[config.mk]
export PLATFORM = sky130hd
export DESIGN_NAME = ah_lru_client_8
export DESIGN_NICKNAME = d
export VERILOG_FILES = /design/src/rtl/ah_lru_client_8.sv
export SDC_FILE = /design/constraint.sdc
export NUM_CORES = 1
export LEC_CHECK = 0
export CAP_MARGIN = 20
export CORE_ASPECT_RATIO = 0.75
export CORE_MARGIN = 2
export CORE_UTILIZATION = 58
export CTS_CLUSTER_DIAMETER = 200
export DETAILED_ROUTE_END_ITERATION = 8
export GPL_ROUTABILITY_DRIVEN = 0
export PLACE_DENSITY = 0.86
export SLEW_MARGIN = 20
export SYNTH_ARGS = -nofsm -noshare
export SYNTH_HDL_FRONTEND = slang
export SYNTH_SLANG_ARGS = --single-unit
[constraint.sdc]
create_clock -name clk -period 2.9 [get_ports clk]
set_clock_uncertainty 0.2 [all_clocks]
set_input_delay 0.58 -clock clk [delete_from_list [all_inputs] [get_ports clk]]
set_output_delay 0.58 -clock clk [all_outputs]
set_load 0.005 [all_outputs]
[src/rtl/ah_lru_client_8.sv]
// ah_lru_client_8: per-channel client front end for an LRU arbiter.
// Each channel queues pushed transactions in a saturating pending counter.
// It raises req while it has work and, once granted, holds gnt_busy for
// XFER_LEN cycles, pulsing done in the last of them.
// Grants that are not one-hot, or that land on a channel not requesting,
// are rejected and latched into the sticky err flag.
module ah_lru_client_8 #(
    parameter int N        = 8,
    parameter int CNT_W    = 4,
    parameter int XFER_LEN = 4
) (
    input  logic         clk,
    input  logic         rstn,
    input  logic [N-1:0] push,
    input  logic [N-1:0] gnt,
    input  logic         err_clr,
    output logic [N-1:0] req,
    output logic [N-1:0] gnt_busy,
    output logic [N-1:0] done,
    output logic [N-1:0] full,
    output logic         err
);

    typedef enum logic [1:0] {
        IDLE = 2'd0,
        REQ  = 2'd1,
        XFER = 2'd2
    } state_e;

    localparam logic [CNT_W-1:0] PEND_MAX  = '1;
    localparam logic [CNT_W-1:0] PEND_ONE  = 1;
    localparam logic [7:0]       XFER_LOAD = 8'(XFER_LEN - 1);
    localparam logic [7:0]       XCNT_ONE  = 8'd1;
    localparam logic [N-1:0]     GNT_ONE   = 1;

    logic         gntOneHot;
    logic         gntMulti;
    logic [N-1:0] strayGnt;
    logic         violation;
    logic         err_q;
    logic         err_d;

    // A grant is only usable when exactly one bit is set.
    assign gntOneHot = (gnt != '0) && ((gnt & (gnt - GNT_ONE)) == '0);
    assign gntMulti  = (gnt != '0) && !gntOneHot;
    assign violation = gntMulti || (|strayGnt);
    assign err       = err_q;

    for (genvar i = 0; i < N; i++) begin : gChan
        state_e           state_q;
        state_e           state_d;
        logic [CNT_W-1:0] pendCnt_q;
        logic [CNT_W-1:0] pendCnt_d;
        logic [7:0]       xferCnt_q;
        logic [7:0]       xferCnt_d;
        logic             accept;
        logic             isFull;

        // Only a requesting channel may take a clean one-hot grant; any other
        // grant bit aimed at this channel counts as a protocol violation.
        assign isFull      = (pendCnt_q == PEND_MAX);
        assign accept      = gnt[i] && (state_q == REQ) && gntOneHot;
        assign strayGnt[i] = gnt[i] && (state_q != REQ);

        assign req[i]      = (state_q == REQ);
        assign gnt_busy[i] = (state_q == XFER);
        assign done[i]     = (state_q == XFER) && (xferCnt_q == '0);
        assign full[i]     = isFull;

        // Channel state, pending queue depth and transfer countdown registers.
        always_ff @(posedge clk or negedge rstn) begin
            if (!rstn) begin
                state_q   <= IDLE;
                pendCnt_q <= '0;
                xferCnt_q <= '0;
            end else begin
                state_q   <= state_d;
                pendCnt_q <= pendCnt_d;
                xferCnt_q <= xferCnt_d;
            end
        end

        // Next-state, pending bookkeeping and transfer countdown for one channel.
        always_comb begin
            state_d   = state_q;
            pendCnt_d = pendCnt_q;
            xferCnt_d = xferCnt_q;

            if (accept && !push[i]) begin
                pendCnt_d = pendCnt_q - PEND_ONE;
            end else if (push[i] && !accept && !isFull) begin
                pendCnt_d = pendCnt_q + PEND_ONE;
            end

            unique case (state_q)
                IDLE: begin
                    if (pendCnt_q != '0) begin
                        state_d = REQ;
                    end
                end
                REQ: begin
                    if (accept) begin
                        state_d   = XFER;
                        xferCnt_d = XFER_LOAD;
                    end
                end
                XFER: begin
                    if (xferCnt_q == '0) begin
                        state_d = (pendCnt_q != '0) ? REQ : IDLE;
                    end else begin
                        xferCnt_d = xferCnt_q - XCNT_ONE;
                    end
                end
                default: begin
                    state_d = IDLE;
                end
            endcase
        end
    end

    // Sticky error: a fresh violation outranks a simultaneous clear.
    always_comb begin
        err_d = err_q;
        if (violation) begin
            err_d = 1'b1;
        end else if (err_clr) begin
            err_d = 1'b0;
        end
    end

    // Error flag register.
    always_ff @(posedge clk or negedge rstn) begin
        if (!rstn) begin
            err_q <= 1'b0;
        end else begin
            err_q <= err_d;
        end
    end

endmodule

==> impl_metrics.yaml <==
outcome:
  violations: "setup timing"
  status: "finished, violations left"
global_route:
  grt_max_degree: 57
  grt_pass1_wl_microns: 30600
  grt_pass1_vias: 6374
  antenna_found_initial: 0
  overflow: 0
  grt_usage_pct: 30.3
drt:
  drt-initial-drc-count: 469
  wl_per_cell_microns: 18.3
  final_antenna_net_count: 0
  viasPerCell: 6.08
  vias: 6312
  routed_wl_microns: 19000
  remaining_drc_errors: 0
  drtPass1Iterations: 6
worst_setup_path:
  crit_path_start_kind: "primary input"
  critPathArrivalTime_ps: 3030
  path_cells: "dlygate4sd2_1 -> buf_4 -> a211oi_4 -> nor3_4 -> or3_4 -> inv_1 -> ha_1 -> a21o_1 -> a21o_1 -> nor3_4 -> a41o_1 -> a21oi_1"
  crit_path_max_incr_delay_ps: 380
  critPathRequiredTime_ps: 3000
  critical_path.max_fanout: 5
  crit_type: "primary input to flop"
  setup.worst_path.end_class: "flop"
  cpMaxStageDelayCell: "or3_4"
cells_and_area:
  nets: 924
  stdcell_area_sq_um: 9100
  drive_gt1_share_pct: 22.9
  multi_input_area_sq_um: 3920
  area_growth_pct: 31.1
  fillers: 671
  diodes: 0
  seq_area_sq_um: 2830
synthesis:
  ys_async_sr_fraction_pct: 100
  yosysTopAreaCell: "dfrtp_1"
  synth_top_area_share_pct: 40.7
  syn-num-nets: 788
  yosys_warnings: 0
  ys_types: 69
  yosysSeqAreaShare_pct: 40.7
  synth.top_cells.by_area: "dfrtp_1, ha_1, nor2_1, xor2_1, xnor2_1"
  synthCells: 729
  synth-seq-cells: 113
  syn_area_sq_um: 6940
  ys.flop_type: "dfrtp_1"
  avgSynthCellArea_sq_um: 9.52
  synth_edf_count: 0
clocking:
  ctsLongestPathBuffers: 2
  path_clk_slew_ps: 50
  clkSinkCount: 113
  root_buffer: "clkbuf_16"
  clk_latency_ps: 420
  cts_tree: "yes"
  cts_buffers: 17
  h-tree-depth: 4
die:
  core.rowCount: 34
  initial_core_util_pct: 59.8
  core_area_sq_um: 11600
  dieArea_sq_um: 12900
  num_io_pins: 52
  die_h_microns: 98.8
  die_w_microns: 130
timing:
  fmax_mhz: 342
  fin_crit_sh_pct: 101
  maxSlewHeadroom_pct: 55.8
  period_minus_slack_ps: 2920
  hold_ws_ps: 299
  slew_viol_final: 0
  final_hold_viol_count: 0
  worst_slew_pin_slew_ps: 660
  setup_violations: 2
  rsz0062_at_grt: "yes"
  fin_ws_ps: -24.5
  finalSetupTns_ps: -33.3
min_path:
  hold_class: "flop to flop"
power_and_ir_drop:
  combPwrFrac_pct: 31.4
  peakVddDrop_uv: 475
  netSwitchingPower_uw: 2480
  p_per_area_nw_per_um2: 802
  switching_share_pct: 34.0
  p_int_uw: 4820
  power_leakage_uw: 0.00411
  total_power_uw: 7300
  p_clk_share_pct: 32.7
  pwr-share-seq_pct: 35.9
place:
  port_buffers: 51
  hpwl_microns: 11900
  dp_slack_ps: -654
  postPlaceCellArea_sq_um: 8040
run:
  cap_violations: 0
## flip-flops by register name, indices dropped and copies added, names as in the netlist
name and count:
gChan.xferCnt_q 64, err 1, gChan.state_q 16, gChan.pendCnt_q 32
## worst paths after layout
check | slack, ps | to | cells past startpoint | from
worst max-delay path | -20 | gChan[4].pendCnt_q[3] | 12 | gnt[4]
worst min-delay path | 300 | gChan[7].xferCnt_q[0] | 1 | gChan[7].xferCnt_q[0]
worst max register to register | 320 | gChan[4].pendCnt_q[3] | 10 | gChan[4].state_q[1]
worst min register to register | 300 | gChan[7].xferCnt_q[0] | 1 | gChan[7].xferCnt_q[0]
max in group asynchronous | 1330 | gChan[1].xferCnt_q[2] | 3 | rstn
min in group asynchronous | 410 | gChan[0].xferCnt_q[3] | 2 | rstn
## per-layer routing
metal  global-route usage [%]  part of all wire, %  vias up
li1                         -                    -     2812
met5                        0                    0        -
met3                     6.89                  6.8       68
met4                     12.0                  3.3        0
met2                     51.1                   50      309
met1                     37.9                   40     3123
## cell families (layout without fill, tap and decap cells)
| family | Yosys count | count (layout) | share of synthesized area (%) |
|---|---|---|---|
| AND/OR/NAND/NOR | 297 | 297 | 23.5 |
| XOR/XNOR | 65 | 65 | 8.31 |
| AO/OA/AOI/OAI | 111 | 111 | 11.3 |
| adder cells (fa/ha/maj) | 40 | 40 | 8.07 |
| flip-flops | 113 | 113 | 40.7 |
| multiplexers | 12 | 12 | 1.75 |
| buffers and inverters | 91 | 239 | 6.36 |
## power by group through the flow
stage                     Clock (uW)  Sequential [uW]  Combinational [uW]
after floorplan                    0             2450                1470
after global placement             0             2530                1880
after detailed placement           0             2580                2040
after CTS                       2400             2570                2170
after global routing            2490             2690                2520
final                           2390             2620                2290
## cells in the final DEF, fill, tap and decap left out, types with 5 or more instances in the layout
| cell | instances |
|---|---|
| o32ai_1 | 6 |
| clkbuf_16 | 17 |
| a21o_1 | 15 |
| nor3_2 | 7 |
| or2_2 | 7 |
| dfrtp_1 | 113 |
| ha_1 | 32 |
| nor2b_1 | 9 |
| dlygate4sd2_1 | 7 |
| nor3_1 | 25 |
| nor2_1 | 97 |
| clkdlybuf4s50_1 | 37 |
| or4b_4 | 7 |
| nor4_1 | 10 |
| nand4b_1 | 5 |
| nand3_1 | 17 |
| inv_1 | 53 |
| buf_4 | 91 |
| o21ai_0 | 5 |
| nand3b_1 | 7 |
| a21oi_1 | 36 |
| mux2i_1 | 11 |
| nand2_1 | 33 |
| o221ai_1 | 5 |
| xor2_1 | 38 |
| inv_2 | 7 |
| nand4_1 | 10 |
| nand2b_1 | 16 |
| bufinv_16 | 6 |
| a31oi_1 | 6 |
| fa_1 | 6 |
| xnor2_1 | 25 |
| nor3_4 | 6 |
## synth_stat cells (4+ instances only)
library cell	count
nand3_1	17
mux2i_1	11
o21ai_0	6
or4b_1	5
a311oi_1	4
or3_1	6
ha_1	32
clkbuf_1	5
nand4_1	10
a21o_1	15
nand2b_1	16
buf_2	5
a31oi_1	6
nor3_1	36
xnor2_1	26
nor4_1	13
or2_2	7
xor2_1	38
nand2_1	33
nor2b_1	10
nor2_1	99
nand3b_1	7
inv_1	60
buf_4	17
buf_6	4
nand4b_1	5
o32ai_1	6
o41a_1	4
dfrtp_1	113
fa_1	8
o221ai_1	5
a21oi_1	40
## area by class of cell
cell class,count,area share (%)
sequential,113,31.1
clock inverter,11,2.30
inverter,60,2.48
clock buffer,20,5.02
timing repair buffer,148,13.9
multi-input combinational,525,43.0
tap,162,2.23
## per-stage QoR
stage / util, % / instances
floorplan: - / 729
global placement: 69.2 / 983
detailed placement: 69.2 / 983
CTS: 76.9 / 1033
global route: 78.3 / 1039
finish: 78.3 / 1039
## worst max-delay path: cells and delay by family
family / cells / cell delay (ps)
buf+inv: 3 / 540
compound gates: 5 / 980
simple gates: 3 / 680
fa+ha+maj: 1 / 240
## what timing repair did
item,in CTS,in global routing
hold endpoints to repair,24,0
hold buffers,1,0
setup buffers,18,6
setup endpoints to repair,17,17
pin swaps,9,14
resized for setup,38,35
No activity file was read; power rests on OpenSTA's default activity.
